<file path="src/rtl/ex_mdu.sv">
// ex_mdu: iterative RISC-V M-extension multiply/divide unit.
// Multiplies with radix-2 shift-add and divides with restoring division.
// Both run on operand magnitudes and fix the sign in the last CALC cycle.
// Divide-by-zero and signed overflow skip the iterations and finish in one cycle.
module ex_mdu #(
   parameter int XLEN  = 32,
   parameter int CNT_W = $clog2(XLEN) + 1
) (
   input  logic            clk,
   input  logic            rst_n,
   input  logic            start,
   input  logic [2:0]      funct3,
   input  logic [XLEN-1:0] dataA,
   input  logic [XLEN-1:0] dataB,
   input  logic            flush,
   output logic            busy,
   output logic            done,
   output logic [XLEN-1:0] result
);

   localparam logic [2:0] F_MUL    = 3'b000;
   localparam logic [2:0] F_MULH   = 3'b001;
   localparam logic [2:0] F_MULHSU = 3'b010;
   localparam logic [2:0] F_MULHU  = 3'b011;
   localparam logic [2:0] F_DIV    = 3'b100;
   localparam logic [2:0] F_DIVU   = 3'b101;
   localparam logic [2:0] F_REM    = 3'b110;
   localparam logic [2:0] F_REMU   = 3'b111;

   localparam logic [XLEN-1:0] MOST_NEG = {1'b1, {(XLEN-1){1'b0}}};

   typedef enum logic [1:0] {IDLE, CALC, DONE} state_t;

   state_t            state_q;
   logic [2:0]        funct3_q;
   logic [XLEN-1:0]   opA_q;
   logic [XLEN-1:0]   opB_q;
   logic [XLEN-1:0]   hi_q;
   logic [XLEN-1:0]   lo_q;
   logic [XLEN-1:0]   result_q;
   logic [CNT_W-1:0]  cnt_q;
   logic              busy_q;
   logic              done_q;

   logic              aNeg;
   logic              bNeg;
   logic              isDiv;
   logic              firstStep;
   logic [XLEN-1:0]   magA;
   logic [XLEN-1:0]   magB;
   logic [XLEN-1:0]   hiSrc;
   logic [XLEN-1:0]   loSrc;
   logic [XLEN:0]     addSum;
   logic [XLEN:0]     remShift;
   logic [XLEN:0]     remDiff;
   logic [XLEN-1:0]   hi_d;
   logic [XLEN-1:0]   lo_d;
   logic [2*XLEN-1:0] prod;
   logic [2*XLEN-1:0] prodSigned;
   logic [XLEN-1:0]   quo;
   logic [XLEN-1:0]   remOut;
   logic [XLEN-1:0]   calcResult_d;
   logic              divZero;
   logic              divOvf;
   logic              specialCase_d;
   logic [XLEN-1:0]   specialResult_d;

   // An operand is negative only for ops that treat it as signed.
   assign aNeg  = ((funct3_q == F_MULH) || (funct3_q == F_MULHSU) ||
                   (funct3_q == F_DIV)  || (funct3_q == F_REM)) && opA_q[XLEN-1];
   assign bNeg  = ((funct3_q == F_MULH) || (funct3_q == F_DIV) ||
                   (funct3_q == F_REM)) && opB_q[XLEN-1];
   assign magA  = aNeg ? -opA_q : opA_q;
   assign magB  = bNeg ? -opB_q : opB_q;
   assign isDiv = funct3_q[2];

   // On the first step the working pair is seeded from the captured operand.
   // This avoids a separate load cycle.
   assign firstStep = (cnt_q == '0);
   assign hiSrc     = firstStep ? '0 : hi_q;
   assign loSrc     = firstStep ? magA : lo_q;

   // One radix-2 step: shift-add for multiply, restoring subtract for divide.
   always_comb begin
      addSum   = {1'b0, hiSrc} + {1'b0, magB};
      remShift = {hiSrc, loSrc[XLEN-1]};
      remDiff  = remShift - {1'b0, magB};
      hi_d     = hiSrc;
      lo_d     = loSrc;
      if (isDiv) begin
         if (!remDiff[XLEN]) begin
            hi_d = remDiff[XLEN-1:0];
            lo_d = {loSrc[XLEN-2:0], 1'b1};
         end else begin
            hi_d = remShift[XLEN-1:0];
            lo_d = {loSrc[XLEN-2:0], 1'b0};
         end
      end else if (loSrc[0]) begin
         {hi_d, lo_d} = {addSum, loSrc[XLEN-1:1]};
      end else begin
         {hi_d, lo_d} = {1'b0, hiSrc, loSrc[XLEN-1:1]};
      end
   end

   // Sign correction and op selection applied to the final step's output.
   always_comb begin
      prod         = {hi_d, lo_d};
      prodSigned   = (aNeg ^ bNeg) ? -prod : prod;
      quo          = (aNeg ^ bNeg) ? -lo_d : lo_d;
      remOut       = aNeg ? -hi_d : hi_d;
      calcResult_d = prodSigned[XLEN-1:0];
      case (funct3_q)
         F_MULH, F_MULHSU, F_MULHU: calcResult_d = prodSigned[2*XLEN-1:XLEN];
         F_DIV, F_DIVU:             calcResult_d = quo;
         F_REM, F_REMU:             calcResult_d = remOut;
         default:                   calcResult_d = prodSigned[XLEN-1:0];
      endcase
   end

   // Divide corner cases are resolved straight from the request inputs.
   always_comb begin
      divZero         = (dataB == '0);
      divOvf          = ((funct3 == F_DIV) || (funct3 == F_REM)) &&
                        (dataA == MOST_NEG) && (dataB == '1);
      specialCase_d   = funct3[2] && (divZero || divOvf);
      specialResult_d = funct3[1] ? (divZero ? dataA : '0)
                                  : (divZero ? '1 : dataA);
   end

   // Control FSM with registered busy/done/result; flush overrides every state.
   always_ff @(posedge clk or negedge rst_n) begin
      if (!rst_n) begin
         state_q  <= IDLE;
         funct3_q <= '0;
         opA_q    <= '0;
         opB_q    <= '0;
         hi_q     <= '0;
         lo_q     <= '0;
         cnt_q    <= '0;
         result_q <= '0;
         busy_q   <= 1'b0;
         done_q   <= 1'b0;
      end else if (flush) begin
         state_q <= IDLE;
         busy_q  <= 1'b0;
         done_q  <= 1'b0;
      end else begin
         case (state_q)
            IDLE: begin
               done_q <= 1'b0;
               if (start) begin
                  funct3_q <= funct3;
                  opA_q    <= dataA;
                  opB_q    <= dataB;
                  cnt_q    <= '0;
                  busy_q   <= 1'b1;
                  if (specialCase_d) begin
                     result_q <= specialResult_d;
                     done_q   <= 1'b1;
                     state_q  <= DONE;
                  end else begin
                     state_q  <= CALC;
                  end
               end
            end
            CALC: begin
               hi_q  <= hi_d;
               lo_q  <= lo_d;
               cnt_q <= cnt_q + CNT_W'(1);
               if (cnt_q == CNT_W'(XLEN - 1)) begin
                  result_q <= calcResult_d;
                  done_q   <= 1'b1;
                  state_q  <= DONE;
               end
            end
            DONE: begin
               done_q  <= 1'b0;
               busy_q  <= 1'b0;
               state_q <= IDLE;
            end
            default: begin
               state_q <= IDLE;
            end
         endcase
      end
   end

   assign busy   = busy_q;
   assign done   = done_q;
   assign result = result_q;

endmodule
</file>
<file path="config.mk">
export PLATFORM = sky130hd
export DESIGN_NAME = ex_mdu
export DESIGN_NICKNAME = d
export VERILOG_FILES = /design/src/rtl/ex_mdu.sv
export SDC_FILE = /design/constraint.sdc
export NUM_CORES = 1
export LEC_CHECK = 0
export CELL_PAD_IN_SITES_DETAIL_PLACEMENT = 1
export CELL_PAD_IN_SITES_GLOBAL_PLACEMENT = 1
export CORE_ASPECT_RATIO = 0.8
export CORE_MARGIN = 2
export CORE_UTILIZATION = 47
export DETAILED_ROUTE_END_ITERATION = 12
export GPL_TIMING_DRIVEN = 1
export PLACE_DENSITY = 0.91
export REMOVE_ABC_BUFFERS = 1
export SLEW_MARGIN = 20
export SYNTH_ARGS = -nofsm -noshare
export SYNTH_HDL_FRONTEND = slang
export SYNTH_SLANG_ARGS = --single-unit
</file>
<file path="constraint.sdc">
create_clock -name clk -period 8.3 [get_ports clk]
set_input_delay 2.075 -clock clk [delete_from_list [all_inputs] [get_ports clk]]
set_output_delay 2.075 -clock clk [all_outputs]
set_load 0.02 [all_outputs]
</file>
## After elaboration in Yosys (flattened, before gate mapping)

Cells that the tools add are included.

- Input bits: 71
- Output and inout bits: 34
- Bits in registers: 173

- Reduce and logical (&&, ||, !) cells: 28
- Equal/unequal tests: 19
- Multiplexer cells: 36
- Bitwise logic cells: 2
- Add/sub/neg operators: 8

Operators by type and width:

| cell | count |
|---|---|
| $mux W32 | 17 |
| $neg A32 Y32 | 4 |
| $pmux W32 S3 | 1 |
| $eq A32 B32 Y1 const B | 2 |
| $mux W64 | 1 |
| $neg A64 Y64 | 1 |
| $pmux W32 S2 | 1 |
| $add A32 B32 Y33 | 1 |
| $sub A33 B32 Y33 | 1 |
| $logic_not A32 Y1 | 1 |
| $eq A3 B3 Y1 const B | 6 |
| $pmux W6 S2 | 1 |
| $mux W2 | 4 |
| $reduce_and A2 Y1 | 4 |
| $logic_or A1 B1 Y1 | 7 |
| $mux W1 | 7 |
| $add A6 B1 Y6 const B | 1 |
| $eq A3 B2 Y1 const B | 2 |
| $eq A6 B5 Y1 const B | 1 |
| $logic_not A6 Y1 | 1 |
| $mux W6 | 1 |
| $ne A2 B2 Y1 const B | 3 |
| $ne A3 B3 Y1 const B | 2 |
| $reduce_and A3 Y1 | 2 |
| other kinds (16) | 21 |

## Longest topological paths before layout

- Word-level depth: 15
- Gate-level depth with buffers: 34

## Worst setup path after synthesis

No wires, ideal clock.

- Path type: reg-to-reg
- From: register funct3_q[2]
- To: register result_q[28] (netlist: result[28])
- Data arrival time: 7004 ps
- Buffers on the path: 8
- Stages on the path, launching flop included: 33
- Clock period less this slack: 7128 ps
- Slack: 1172 ps
- Path through: dfrtp_1 -> buf_2 -> buf_1 -> buf_1 -> clkbuf_1 -> nor2_1 -> mux2i_1 -> nand2b_1 -> clkbuf_1 -> nor2_1 -> xor2_1 -> inv_1 -> ha_1 -> clkbuf_2 -> a21oi_1 -> o211ai_1 -> a21boi_2 -> o31ai_4 -> a21oi_2 -> buf_6 -> mux2_4 -> buf_1 -> a21oi_1 -> ha_1 -> and2_1 -> o2111ai_1 -> nor4_2 -> and2_1 -> a21oi_1 -> xor2_1 -> nor3_1 -> or3_1 -> o31a_1

- Cells in the longest elaborated chain, start to end: 15
- Elaborated cells on any way between the ends: 38
- Classes of those cells: add/sub: 5; eq/ne: 7; mux: 15; bitwise: 1; reduce/logical: 10

RTL lines:

| element | RTL line | RTL |
|---|---|---|
| from (decl) | 35 | `logic [2:0] funct3_q;` |
| from (signal assigned) | 152 | `funct3_q <= funct3;` |
| $eq A3 B1 Y1 or $eq A3 B2 Y1 (tied branches) | 69, 71, 112 |  |
| $logic_or A1 B1 Y1 (2 in a row) | 69 | `assign aNeg = ((funct3_q == F_MULH) \|\| (funct3_q == F_MULHSU) \|\|` |
| $logic_or A1 B1 Y1 | 70 | `(funct3_q == F_DIV) \|\| (funct3_q == F_REM)) && opA_q[XLEN-1];` |
| $logic_and A1 B1 Y1 | 70 |  |
| $mux W32 | 73 | `assign magA = aNeg ? -opA_q : opA_q;` |
| $mux W32 | 81 | `assign loSrc = firstStep ? magA : lo_q;` |
| $sub A33 B32 Y33 | 87 | `remDiff = remShift - {1'b0, magB};` |
| $mux W1 or $mux W32 (tied branches) | 91 | `if (!remDiff[XLEN]) begin` |
| $mux W32 | 90 | `if (isDiv) begin` |
| $neg A64 Y64, or another cell as far along | 108 | `prodSigned = (aNeg ^ bNeg) ? -prod : prod;` |
| $mux W64, or another cell as far along | 108 |  |
| $pmux W32 S3 * | 112 | `case (funct3_q)` |
| $mux W32 * | 170 | `if (cnt_q == CNT_W'(XLEN - 1)) begin` |
| $pmux W32 S2 * | 148 | `case (state_q)` |
| to (signal assigned) | 158 | `result_q <= specialResult_d;` |
| to (signal assigned) | 171 | `result_q <= calcResult_d;` |
| to (decl) | 40 | `logic [XLEN-1:0] result_q;` |

Mark *: on every way between the ends. The rest lies on a longest branch, timed or not. The select of a mux whose other input is x is not followed.
A chain may end at the register's enable or synchronous reset.

## Final worst setup path

- From: register opA_q[20]
- To: register result_q[0] (netlist: result[0])

- Cells in the longest elaborated chain, start to end: 11
- Elaborated cells on any way between the ends: 18
- Classes of those cells: add/sub: 5; mux: 13

RTL lines:

| element | RTL line | RTL |
|---|---|---|
| from (decl) | 36 | `logic [XLEN-1:0] opA_q;` |
| from (signal assigned) | 153 | `opA_q <= dataA;` |
| $neg A32 Y32 | 73 |  |
| $mux W32 * | 73 |  |
| $mux W32 * | 81 |  |
| $sub A33 B32 Y33 | 87 |  |
| $mux W1 or $mux W32 (tied branches) | 91 |  |
| $mux W32 | 90 |  |
| $neg A64 Y64, or another cell as far along | 108 |  |
| $mux W64, or another cell as far along | 108 |  |
| $pmux W32 S3 * | 112 |  |
| $mux W32 * | 170 |  |
| $pmux W32 S2 * | 148 |  |

Marks and branches as above.

==> results_dict.tcl <==
set metrics [dict create \
    cpPeakStageDelay_ns 0.67 \
    grt_pass1_vias 20617 \
    firstDrtPassIters 6 \
    fp.dieW_um 227 \
    relSlewSlack_pct 22.1 \
    power.density_nw_per_um2 479 \
    cts_tree "built" \
    drv_cap 0 \
    pwr-share-seq_pct 15.7 \
    dieArea_um2 41500 \
    hold_path_class "reg -> reg" \
    crit_path_start_kind "flip-flop" \
    p_total_w 0.00999 \
    num_io_pins 105 \
    drive_gt1_share_pct 10.8 \
    gr-total-overflow 0 \
    wl_per_cell_um 26.8 \
    yosys_warnings 0 \
    combPwrFrac_pct 75.1 \
    yosysSeqAreaShare_pct 23.1 \
    cp_top_family "compound AO/OA/AOI/OAI gates" \
    ant_nets 0 \
    worstPathRequired_ns 8.72 \
    clock_latency_ns 0.49 \
    synth_cell_type_count 124 \
    drc 0 \
    post_cts_resized 0 \
    drv_slew 0 \
    skew_ns 0.0109 \
    drt_wl_total_um 80500 \
    syn_avg_cell_area_um2 7.70 \
    final_common_cell "nand2_1" \
    diodes 0 \
    drt_iter0_drc 2496 \
    max_freq_mhz 126 \
    cp_num_buf_inv 3 \
    cts-buffers-inserted 17 \
    power.internal_w 0.00425 \
    num_rows 65 \
    cts_root_buf "clkbuf_16" \
    via_per_inst 6.86 \
    postCtsSetupBuffers 0 \
    ir_drop_uv 213 \
    die_y_um 183 \
    topRoutingLayerUsed "met4" \
    grt_max_degree 95 \
    wl_met3_um 8280 \
    syn_inst 2431 \
    finalSetupViolCount 0 \
    post-route-util_pct 53.0 \
    sw_frac_of_total_pct 57.5 \
    antenna_found_initial 1 \
    hold_viol 0 \
    fillers 4914 \
    wl_met1_um 35000 \
    rsz0062_at_grt "false" \
    port_buffers 104 \
    holdWs_ns 0.480 \
    leakage_nw 8.54 \
    initial_core_util_pct 47.6 \
    grtUsageTotal_pct 39.0 \
    layout_common_cells "267 x nand2_1, 208 x nor2_1, 199 x a21oi_1, 177 x o21ai_0, 172 x dfrtp_1" \
    worst_slew_pin_slew_ns 1.14 \
    clkPwrFrac_pct 9.2 \
    h-tree-depth 4 \
    cts.sinks 173 \
    synth_edf_count 0 \
    cts_hold_buf 0 \
    synth_top_flop_cell "dfrtp_1" \
    period_share_pct 95.9 \
    grt_pass1_wl_um 125000 \
    end_kind "flip-flop" \
    crit_path_top_delay_cell "or4_1" \
    vias 20622 \
    period_needed_ns 7.96 \
    syn2layout_area_growth_pct 11.4 \
    gp_congestion 1.01 \
    synthArstFlopShare_pct 100 \
    synth-seq-cells 173 \
    met2_length_um 34400 \
    outcome "completed" \
    core_um2 39400 \
    dp_hpwl_um 60800 \
    syn_area_um2 18700 \
    crit_type "reg -> reg" \
    worstPathArrival_ns 8.38 \
    critPathMaxFanout 18 \
    p_sw_w 0.00574 \
    clk_pin_slew_ns 0.08 \
    clock_path_buffers 2 \
    nets 2603 \
]
## worst reg2reg max path, delay by kind of cell, from the launching register on
kind	cells	cell delay [ns]
multiplexers	2	0.79
buffers and inverters	3	0.51
adder cells (fa/ha/maj)	3	0.83
AND/OR/NAND/NOR	7	2.39
AO/OA/AOI/OAI	10	2.71
XOR/XNOR	1	0.15
flip-flops	1	0.49
## sequential cells by signal, summed over array words and instances, names as in the netlist
signal    cells
result       32
funct3_q      3
hi_q         32
state_q       2
lo_q         32
opB_q        32
busy          1
done          1
cnt_q         6
opA_q        32
## cell type report
type	count	area (µm²)	area share (%)
clock buffer	19	433	2.08
clock inverter	13	180	0.864
inverter	89	334	1.60
multi-input combinational	2021	13500	64.6
sequential	173	4330	20.8
tap	536	671	3.22
timing repair buffer	155	1440	6.90
## synthesized netlist by cell type (8+ instances only)
library cell,instances,area [µm²]
a2111oi_0,9,78.8
a211o_1,10,87.6
a211oi_1,24,180
a21o_1,28,210
a21oi_1,200,1000
a221oi_1,8,70.1
a31oi_1,36,225
a41oi_1,9,78.8
and2_1,44,275
and3_1,30,188
and4_1,9,78.8
buf_1,22,82.6
buf_2,21,105
buf_6,10,113
clkbuf_1,89,334
dfrtp_1,173,4330
ha_1,73,913
inv_1,87,327
mux2_2,87,980
mux2i_1,34,340
nand2_1,269,1010
nand2b_1,11,68.8
nand3_1,66,330
nand4_1,45,282
nor2_1,209,785
nor2b_1,9,56.3
nor3_1,75,375
nor4_1,39,244
o211ai_1,29,218
o21a_1,19,143
o21ai_0,177,886
o21ai_1,12,60.1
o21bai_1,9,67.6
o221ai_1,12,105
o22ai_1,8,50.1
o31ai_1,25,188
or2_2,11,68.8
or3_1,44,275
or4_1,11,82.6
xnor2_1,90,788
xor2_1,60,526
## power by group through the flow
stage	clock network [W]	registers [W]	logic (W)
floorplan	0	0.00155	0.00483
global placement	0	0.00153	0.00691
detailed placement	0	0.00155	0.00716
CTS	0.000916	0.00155	0.00726
global route	0.000944	0.00160	0.00802
finish	0.000920	0.00157	0.00751
## worst paths after layout
path,from,endpoint,slack [ns],depth (start not counted)
max reg2reg,opA_q[20],result[0],0.34,26
min in group asynchronous,rst_n,opB_q[0],1.69,1
min,lo_q[10],lo_q[10],0.48,2
max in group asynchronous,rst_n,funct3_q[2],5.37,2
min reg2reg,lo_q[10],lo_q[10],0.48,2
max,opA_q[20],result[0],0.34,26
## logic make-up (layout without fill, tap and decap cells)
family,after synthesis,count (layout),synth area share [%]
simple gates,929,929,25.2
flops,173,173,23.1
fa+ha+maj,75,75,5.09
buf+inv,237,276,5.37
xor+xnor,151,151,7.10
mux,126,126,7.57
compound gates,740,740,26.5
## layer usage
layer | vias to the layer above | global-route usage, %
met5 | - | 0
met4 | 0 | 12.4
met3 | 180 | 9.48
met2 | 1095 | 58.4
met1 | 10291 | 54.9
li1 | 9056 | -
## per-stage QoR
stage | instances | area, µm² | setup TNS [ns] | worst slack (ns)
floorplan | 2283 | 18000 | -6.91 | -0.639
global placement | 2973 | 20200 | 0 | 0.912
detailed placement | 2973 | 20200 | 0 | 0.671
CTS | 3005 | 20800 | 0 | 0.513
global route | 3006 | 20900 | 0 | 0.00205
finish | 3006 | 20900 | 0 | 0.342
Power figures use the tool's default switching activity.
